$ cat config.mk
export PLATFORM = sky130hd
export DESIGN_NAME = wallace
export DESIGN_NICKNAME = d
export VERILOG_FILES = /design/src/rtl/wallace.sv
export SDC_FILE = /design/constraint.sdc
export NUM_CORES = 1
export LEC_CHECK = 0
export ABC_CLOCK_PERIOD_IN_PS = 6300
export BUFFER_PORTS_ARGS = -buffer_cell sky130_fd_sc_hd__clkbuf_2
export CAP_MARGIN = 5
export CORE_UTILIZATION = 60
export CTS_CLUSTER_DIAMETER = 150
export CTS_CLUSTER_SIZE = 30
export DETAILED_ROUTE_END_ITERATION = 10
export PLACE_DENSITY = 0.85
export REMOVE_ABC_BUFFERS = 1
export SETUP_SLACK_MARGIN = 0.4
export SLEW_MARGIN = 30
export SYNTH_ARGS = -nofsm -noshare
export SYNTH_HDL_FRONTEND = slang
export SYNTH_SLANG_ARGS = --single-unit
$ cat constraint.sdc
create_clock -name clk -period 6.3 [get_ports clk]
set_input_delay 0.63 -clock clk [delete_from_list [all_inputs] [get_ports clk]]
set_output_delay 0.63 -clock clk [all_outputs]
set_load 0.01 [all_outputs]
$ cat src/rtl/wallace.sv
// 16x16 unsigned Wallace-tree multiplier with a single output register.
// Define APPROX_EN to replace the low APPROX_COLS columns with a per-column OR of their partial products.
module wallace #(
    parameter int APPROX_COLS = 8
) (
    input  logic        clk,
    input  logic        rst,
    input  logic [15:0] a,
    input  logic [15:0] b,
    output logic [31:0] sum
);

`ifdef APPROX_EN
    localparam bit APPROX_ON = 1'b1;
`else
    localparam bit APPROX_ON = 1'b0;
`endif

    localparam logic [63:0] COL_MASK64 = (64'd1 << APPROX_COLS) - 64'd1;
    localparam logic [31:0] LOW_MASK   = APPROX_ON ? COL_MASK64[31:0] : 32'd0;

    // Rows remaining after s layers of 3:2 compression, starting from 16 rows.
    function automatic int rows_at(input int s);
        int r;
        r = 16;
        for (int k = 0; k < s; k++) begin
            r = (r / 3) * 2 + (r % 3);
        end
        return r;
    endfunction

    localparam int NSTAGE = 6;

    logic [31:0] pp_row [0:15];
    logic [31:0] lvl    [0:NSTAGE][0:15];
    logic [31:0] col_or;
    logic [31:0] low_or;
    logic [31:0] exact_sum;
    logic [31:0] sum_d;
    logic [31:0] sum_q;

    genvar gi, gj;

    generate
        for (gi = 0; gi < 16; gi++) begin : g_pp
            assign pp_row[gi] = {16'd0, a & {16{b[gi]}}} << gi;
            // Approximate columns are removed from the adder tree so no carry can leave them.
            assign lvl[0][gi] = pp_row[gi] & ~LOW_MASK;
        end

        for (gi = 0; gi < 32; gi++) begin : g_col
            logic [15:0] col_bits;
            for (gj = 0; gj < 16; gj++) begin : g_bit
                assign col_bits[gj] = pp_row[gj][gi];
            end
            assign col_or[gi] = |col_bits;
        end

        for (gi = 0; gi < NSTAGE; gi++) begin : g_stage
            localparam int R_IN  = rows_at(gi);
            localparam int R_OUT = rows_at(gi + 1);
            localparam int NGRP  = R_IN / 3;
            for (gj = 0; gj < NGRP; gj++) begin : g_csa
                logic [31:0] x, y, z;
                assign x = lvl[gi][3*gj];
                assign y = lvl[gi][3*gj+1];
                assign z = lvl[gi][3*gj+2];
                assign lvl[gi+1][2*gj]   = x ^ y ^ z;
                // Carry out of bit 31 is dropped: the true total always fits in 32 bits.
                assign lvl[gi+1][2*gj+1] = {((x[30:0] & y[30:0]) | (x[30:0] & z[30:0]) | (y[30:0] & z[30:0])), 1'b0};
            end
            for (gj = 0; gj < R_IN % 3; gj++) begin : g_pass
                assign lvl[gi+1][2*NGRP+gj] = lvl[gi][3*NGRP+gj];
            end
            for (gj = R_OUT; gj < 16; gj++) begin : g_tie
                assign lvl[gi+1][gj] = 32'd0;
            end
        end
    endgenerate

    assign exact_sum = lvl[NSTAGE][0] + lvl[NSTAGE][1];
    assign low_or    = col_or & LOW_MASK;
    // Exact part has zeros below the approximate boundary, so OR merges the two disjoint fields.
    assign sum_d     = exact_sum | low_or;

    always_ff @(posedge clk) begin
        if (rst) begin
            sum_q <= 32'd0;
        end else begin
            sum_q <= sum_d;
        end
    end

    assign sum = sum_q;

endmodule

# Word-level counts from Yosys, hierarchy flattened
# Index checks and enable logic that the tools add are counted.
classes:
  bitwise_logic: 114
  addsub: 1
ops:
  columns: ["operator", "n"]
  rows:
  - ["$and A31 B31 Y31", 14]
  - ["$or A31 B31 Y31", 10]
  - ["$and A16 B16 Y16", 16]
  - ["$xor A32 B32 Y32", 7]
  - ["$and A28 B30 Y30", 2]
  - ["$or A30 B30 Y30", 2]
  - ["$and A22 B25 Y25", 2]
  - ["$or A25 B25 Y25", 2]
  - ["$and A22 B24 Y24", 2]
  - ["$and A19 B21 Y21", 2]
  - ["$or A21 B21 Y21", 2]
  - ["$add A32 B32 Y32", 1]
  - ["$xor A32 B31 Y32", 1]
  - ["$xor A30 B31 Y31", 1]
  - ["$and A26 B30 Y30", 1]
  - ["$and A27 B30 Y30", 1]
  - ["$and A29 B30 Y30", 1]
  - ["$or A28 B30 Y30", 1]
  - ["$or A29 B30 Y30", 1]
  - ["$xor A26 B30 Y30", 1]
  - ["$xor A28 B30 Y30", 1]
  - ["$xor A29 B30 Y30", 1]
  - ["$and A28 B29 Y29", 1]
  - ["$xor A28 B29 Y29", 1]
  - ["other kinds (41)", 41]
totals:
  reg_bits: 32
  word_cells: 116
  out_inout_bits: 32
  in_bits: 34

# Longest topological paths before layout
# Gate-level depths: netlist of the first run.
logic_depth:
  word_depth: 20
  ltp_mapped: 22
  depth_no_buf: 20

# Worst setup path before layout of the first run
# No wires, ideal clock.
synth_timing:
  kind: "in2reg"
  from: "input a[6]"
  to: "register sum_q[28] (netlist: sum[28])"
  t_arrival_ns: 5.670
  required_time_ns: 6.179
  n_path_buf: 2
  setup_ns: 0.121
  slack_ns: 0.510
  cell_stages: 20
  cell_sequence: "clkbuf_1 -> nand2_1 -> fa_1 -> fa_1 -> fa_1 -> inv_1 -> fa_1 -> inv_1 -> fa_1 -> inv_1 -> fa_1 -> ha_1 -> clkbuf_1 -> o21a_1 -> o21ai_0 -> nand2b_1 -> a21oi_1 -> nor3_1 -> a211oi_1 -> mux2_2"
synth_between:
  elab_chain_cells: 20
  word_cells_on_any_way: 115
  cone_classes: "add/sub: 1; bitwise: 114"
synth_lines:
  columns: ["item", "line_no", "text"]
  rows:
  - ["from (decl)", "8", "input logic [15:0] a,"]
  - ["$and A16 B16 Y16", "46", "assign pp_row[gi] = {16'd0, a & {16{b[gi]}}} << gi;"]
  - ["$and A16 B17 Y17 / $and A16 B18 Y18 (equally long branches)", "70", "assign lvl[gi+1][2*gj+1] = {((x[30:0] & y[30:0]) | (x[30:0] & z[30:0]) | (y[30:0] & z[30:0])), 1'b0};"]
  - ["$or A17 B18 Y18", "70", null]
  - ["$or A18 B18 Y18", "70", null]
  - ["$and A18 B19 Y19", "70", null]
  - ["$or A19 B21 Y21", "70", null]
  - ["$or A21 B21 Y21", "70", null]
  - ["$and A21 B22 Y22", "70", null]
  - ["$or A22 B25 Y25", "70", null]
  - ["$or A25 B25 Y25", "70", null]
  - ["$and A31 B31 Y31", "70", null]
  - ["$or A31 B31 Y31 (2 in a row)", "70", null]
  - ["$and A31 B31 Y31", "70", null]
  - ["$or A31 B31 Y31 (2 in a row)", "70", null]
  - ["$and A31 B31 Y31", "70", null]
  - ["$or A31 B31 Y31 (2 in a row)", "70", null]
  - ["$add A32 B32 Y32 (*)", "81", "assign exact_sum = lvl[NSTAGE][0] + lvl[NSTAGE][1];"]
  - ["to (signal assigned)", "90", "sum_q <= sum_d;"]
  - ["to (decl)", "40", "logic [31:0] sum_q;"]
# Mark *: on every way between the ends. The rest lies on a longest branch, timed or not.
# A chain may end at the register's enable or synchronous reset.

# Worst setup path after layout of the first run
layout_timing:
  from: "input b[8]"
  to: "register sum_q[30] (netlist: sum[30])"
layout_between:
  elab_chain_cells: 19
  word_cells_on_any_way: 52
  cone_classes: "add/sub: 1; bitwise: 51"
layout_lines:
  columns: ["item", "line_no", "text"]
  rows:
  - ["from (decl)", "9", "input logic [15:0] b,"]
  - ["$and A16 B16 Y16 (*)", "46", null]
  - ["$and A22 B24 Y24", "70", null]
  - ["$or A23 B24 Y24", "70", null]
  - ["$or A24 B24 Y24", "70", null]
  - ["$and A22 B25 Y25", "70", null]
  - ["$or A24 B25 Y25", "70", null]
  - ["$or A25 B25 Y25", "70", null]
  - ["$xor A26 B30 Y30 (tied with other cells)", "68", "assign lvl[gi+1][2*gj] = x ^ y ^ z;"]
  - ["$xor A30 B31 Y31 / $or A31 B31 Y31 (equally long branches)", "68, 70", null]
  - ["$and A31 B31 Y31 / $or A31 B31 Y31 (equally long branches)", "70", null]
  - ["$or A31 B31 Y31 / $xor A32 B32 Y32 (equally long branches)", "70, 68", null]
  - ["$or A31 B31 Y31 / $xor A32 B31 Y32 (equally long branches)", "70, 68", null]
  - ["$and A31 B31 Y31", "70", null]
  - ["$or A31 B31 Y31 (2 in a row)", "70", null]
  - ["$and A31 B31 Y31", "70", null]
  - ["$or A31 B31 Y31 (2 in a row)", "70", null]
  - ["$add A32 B32 Y32 (*)", "81", null]
# Marks and branches as above.

==> results of run 1 <==
==> layout by cell type (no fill, tap or decap), drive strengths merged <==
master	synthesis	routed
fa	201	201
inv	174	174
and2	140	140
nand2	131	131
ha	77	77
clkbuf	37	63
nor2	33	33
dfxtp	32	32
a21oi	25	25
buf	3	14
xnor2	12	12
nor2b	12	12
o21ai	12	12
a21o	9	9
xor2	7	7
nand3	5	5
a211oi	5	5
nand4	4	4
mux2	4	4
a311oi	3	3
o21bai	3	3
o21a	2	2
nand2b	2	2
nor3	2	2
a31oi	2	2
clkinvlp	0	2
o211ai	2	2
o31ai	2	2
and3	1	1
nor4	1	1
a41oi	1	1
a31o	1	1
and2b	1	1
o211a	1	1
==> cells by family (layout without fill, tap and decap cells) <==
group	count (synthesis)	in the layout
DFF	32	32
adders and majority gates	278	278
AOI/OAI and AO/OA	68	68
muxes	4	4
xor gates and xnor gates	19	19
buffers and inverters	214	253
and+or+nand+nor	332	332
==> area by class of cell <==
cell class | count | area share [%]
multi-input cells | 701 | 78.00
clock buffers | 6 | 1.465
inverters | 174 | 6.890
clock inverters | 2 | 0.1584
well taps | 180 | 2.376
repair buffers | 71 | 4.356
flip-flops and latches | 32 | 6.758
==> repair_timing <==
item,in CTS,in global routing
gates resized for setup,1,52
buffers inserted,0,2
endpoints found under the setup margin,2,8
pin swaps,0,3
==> metrics by stage <==
stage | cell area (µm²) | setup slack [ps] | hold WS, ps | utilization [%]
6_report | 9479 | 521.8 | 780.0 | 67.25
2_1_floorplan | 8633 | 751.6 | 701.5 | -
3_3_place_gp | 9214 | 165.1 | 1016 | 65.36
5_1_grt | 9479 | 361.1 | 814.8 | 67.25
4_1_cts | 9370 | 400.5 | 772.9 | 66.47
3_5_place_dp | 9214 | 88.34 | 1015 | 65.36
==> worst max path at each step <==
stage | start | endpoint | slack [ps]
5_1_grt | b[8] | sum[30] | 360
2_1_floorplan | a[2] | sum[31] | 750
3_3_place_gp | a[10] | sum[30] | 170
6_report | b[8] | sum[30] | 520
4_1_cts | b[8] | sum[28] | 400
3_5_place_dp | a[10] | sum[30] | 90
==> metal layers <==
metal,wire length [µm],vias to the layer above,track usage [%]
met1,7501,3390,33.89
met2,10950,267,55.06
met5,0,-,0
met3,1013,58,2.814
met4,606,0,8.283
li1,-,2906,-
==> synth_stat cells, types with 2 or more instances <==
cell,n
nand3_1,5
a31oi_1,2
mux2_2,2
nor2_1,33
nand2b_1,2
and2_1,140
dfxtp_1,32
ha_1,77
fa_1,201
a21oi_2,4
nand4_1,4
nor3_1,2
inv_1,174
a311oi_1,3
o21bai_1,3
clkbuf_1,37
a21o_1,7
o21a_1,2
nand2_1,131
nor2b_1,12
xor2_1,7
a21o_2,2
a21oi_1,21
a211oi_1,4
xnor2_1,12
o21ai_0,11
==> results.ini, run 1 <==
[layout]
fillers = 1096
synthToLayoutAreaGrowth_pct = 7.813
multi_input_area_mm2 = 0.007393
fin_cells = 1166
layout-drive-gt1-share_pct = 10.45
regArea_um2 = 640.6
largest_reg_flops = 32
antenna_cells = 0
nets = 1297

[drt]
drc_errors = 0
vias = 6621
first_pass_iters = 5
drtIter0Drc = 393
routed_via_density = 5.678
drt-total-wl_um = 20070
ant_nets = 0
drt-wirelength-per-cell_um = 17.21

[yosys]
ys_dominant_reg_cell = dfxtp_1
synth_mux_area_share_pct = 0.5550
synthAdderAreaFrac_pct = 56.72
synth_edf_count = 0
synth_xor_area_share_pct = 1.893
syn_area_mm2 = 0.008792
syn_inst = 947
yosysUniqueCellTypes = 43
synth_top_area_share_pct = 45.77
ys_seq_area_share_pct = 7.286
ys_seq_elements = 32
synth_top_family_by_area = adder cells
yosysWarningCount = 0
yosys.area_share.simple_pct = 18.87
ys_top_cells_by_area = fa_1 (46%), ha_1 (11%), and2_1 (10%)
yosysTopAreaCell = fa_1
synthArstFlopShare_pct = 0
synth_compound_area_share_pct = 5.436
avgSynthCellArea_um2 = 9.284

[timing]
min_period_ps = 5778
hold_violations = 0
tns_ps = 0
worstMarginPinSlew_ps = 657.3
relSlewSlack_pct = 56.18
post-route-period-util_pct = 91.72
setup_viol = 0
timing.fmax_mhz = 173.1
rsz0062_at_grt = no
slew_violations = 0

[floorplanning]
rows = 43
die_w_um = 123.1
fp.coreArea_mm2 = 0.01410
io_pins = 66
die_area_mm2 = 0.01514
die_height_um = 123.1
initial_core_util_pct = 62.37

[clock_tree]
tritoncts.num_buffers = 5
cts_tree = yes
clock-sinks = 32
cts-root-buf = clkbuf_16
htree_levels = 2
clk_pin_slew_ps = 60
clockBufferDepth = 2
cts_hold_buf = 0

[place]
dp_cells = 1156
io_buffers = 65
gp_congestion = 0.9352
dp_hpwl_um = 16010

[critical_path]
crit_chain = buf_2, and2_1, fa_1, inv_1, fa_1, fa_1, fa_1, fa_1, inv_1, fa_1, ha_1, a21o_1, o31ai_4, nor2_1, a311oi_2, mux2_1
startpoint_type = input pin
cp-end-kind = flip-flop
critPathBufInv = 3
crit_slowest_cell = fa_1
path_depth = 16
crit_type = input pin to flip-flop
crit_required_ps = 6460
crit_fanout = 16
critical_path.top_delay_family = adder cells
cp_data_arrival_time_ps = 5940
critPathMaxStageDelay_ps = 580
path_common_cell = fa_1

[global_route]
antenna_found_initial = 0
grt_overflow = 0
grt_use_total_pct = 28.74
grt_pass1_vias = 7372
grt_first_pass_wirelength_um = 33670
grt_max_degree = 37

[run_status]
outcome = finished clean

[run]
cap_violations = 0

[worst_hold_path]
whs_path_depth = 3
hold_path_class = input pin to flip-flop
hold_start = a[0]
worstHoldEndpoint = sum[0]

Power of run 1 is left out: the tool's default activity adds up to more than one toggle a clock period on the data nets, which glitch-free logic cannot reach.
==> inputs of run 2 (changes only) <==
Settings changed: CORE_MARGIN from default to 2.
==> results.ini, run 2 (synthesis gave the netlist of run 1 again) <==
[drt]
first_pass_iters = 5  ; unchanged
drc_errors = 0  ; unchanged
drt-total-wl_um = 19770  ; -1.5%
ant_nets = 0  ; unchanged
drtIter0Drc = 352  ; -10%
drt-wirelength-per-cell_um = 16.91  ; -1.7%
vias = 6526  ; -1.4%
routed_via_density = 5.583  ; -1.7%

[place]
gp_congestion = 0.9067  ; -3.0%
io_buffers = 65  ; unchanged
dp_hpwl_um = 15440  ; -3.6%

[timing]
relSlewSlack_pct = 53.48  ; -2.7 points
post-route-period-util_pct = 92.87  ; +1.2 points
worstMarginPinSlew_ps = 697.7  ; +40.45 ps
hold_violations = 0  ; unchanged
setup_viol = 0  ; unchanged
rsz0062_at_grt = no
tns_ps = 0  ; unchanged
min_period_ps = 5851  ; +72.46 ps
timing.fmax_mhz = 170.9  ; -1.2%
slew_violations = 0  ; unchanged

[critical_path]
cp_data_arrival_time_ps = 6020  ; +80 ps
crit_type = input pin to flip-flop
startpoint_type = input pin
cp-end-kind = flip-flop
crit_chain = clkbuf_4, and2_1, fa_1, inv_1, fa_1, inv_1, fa_1, fa_1, ha_1, ha_1, ha_1, fa_2, a211oi_4, o211ai_2, a21oi_2, o21ai_2, a31o_4, o211a_1, mux2_4
crit_required_ps = 6470  ; about the same
crit_fanout = 16  ; unchanged
path_common_cell = fa_1
crit_slowest_cell = fa_1
critPathBufInv = 3  ; unchanged
critical_path.top_delay_family = adder cells
critPathMaxStageDelay_ps = 550  ; -30 ps

[global_route]
grt_overflow = 0  ; unchanged
grt_max_degree = 37  ; unchanged
grt_first_pass_wirelength_um = 33950  ; +0.86%
antenna_found_initial = 0  ; unchanged
grt_pass1_vias = 7410  ; +0.52%
grt_use_total_pct = 26.54  ; -2.2 points

[floorplanning]
initial_core_util_pct = 60.96  ; -1.4 points
die_height_um = 125.1  ; +1.6%
rows = 44  ; +2.3%
io_pins = 66  ; unchanged
die_area_mm2 = 0.01564  ; +3.3%
fp.coreArea_mm2 = 0.01442  ; +2.3%
die_w_um = 125.1  ; +1.6%

[layout]
largest_reg_flops = 32  ; unchanged
final_cell_mix = fa_1 (200), inv_1 (174), and2_1 (140)
synthToLayoutAreaGrowth_pct = 7.827  ; about the same
layout-drive-gt1-share_pct = 10.05  ; -0.40 points
antenna_cells = 0  ; unchanged
final_common_cell = fa_1
nets = 1296  ; -0.077%

[worst_hold_path]
hold_path_class = input pin to flip-flop

[clock_tree]
htree_levels = 2  ; unchanged
tritoncts.num_buffers = 5  ; unchanged
cts-root-buf = clkbuf_16
clock-sinks = 32  ; unchanged
clk_pin_slew_ps = 50  ; about the same
clockBufferDepth = 2  ; unchanged
cts_tree = yes
cts_hold_buf = 0  ; unchanged

[run_status]
outcome = finished clean

[run]
cap_violations = 0  ; unchanged

-- run 2: tightest hold or removal path: stages --
cell      delay (ps)
clkbuf_2         220
nand2_1          120
nor2_1            40
-- run 2: per-layer routing --
layer	routed length (µm)	track usage [%]	up-vias
met1	7486	32.17	3343
met2	10780	48.85	234
met5	0	0	-
li1	-	-	2899
met4	550	8.954	0
met3	953	3.466	50
-- run 2: layout make-up --
cell class / instances / area, µm²
clock buffers: 5 / 125.1
clock inverters: 3 / 46.29
fillers: 1130 / 4943
inverters: 174 / 653.1
multi-input cells: 701 / 7372
flip-flops and latches: 32 / 640.6
well taps: 184 / 230.2
repair buffers: 70 / 412.9
-- run 2: what timing repair did --
action,in CTS,in global routing
resized for setup,7,43
setup endpoints to repair,3,7
buffers inserted,0,2
pin swaps,1,5
cloned,0,0
-- run 2: worst paths after layout --
path,cells past startpoint,slack (ps),to,start
worst max-delay path,19,450,sum[31],a[2]
worst min-delay path,3,780,sum[0],a[0]
-- run 2: per-stage QoR --
| stage | utilization [%] | cells | hold slack (ps) | setup slack [ps] | instance area (µm²) |
|---|---|---|---|---|---|
| 6_report | 65.73 | 1169 | 782.1 | 449.3 | 9480 |
| 5_1_grt | 65.73 | 1169 | 820.5 | 319.7 | 9480 |
| 4_1_cts | 65.17 | 1167 | 764.8 | 397.9 | 9400 |
| 3_5_place_dp | 63.86 | 1159 | 1016 | 105.9 | 9211 |
| 3_3_place_gp | 63.86 | 1159 | 1016 | 194.1 | 9211 |
| 2_1_floorplan | - | 907 | 701.5 | 751.6 | 8633 |
Power of run 2 is left out for the same reason.
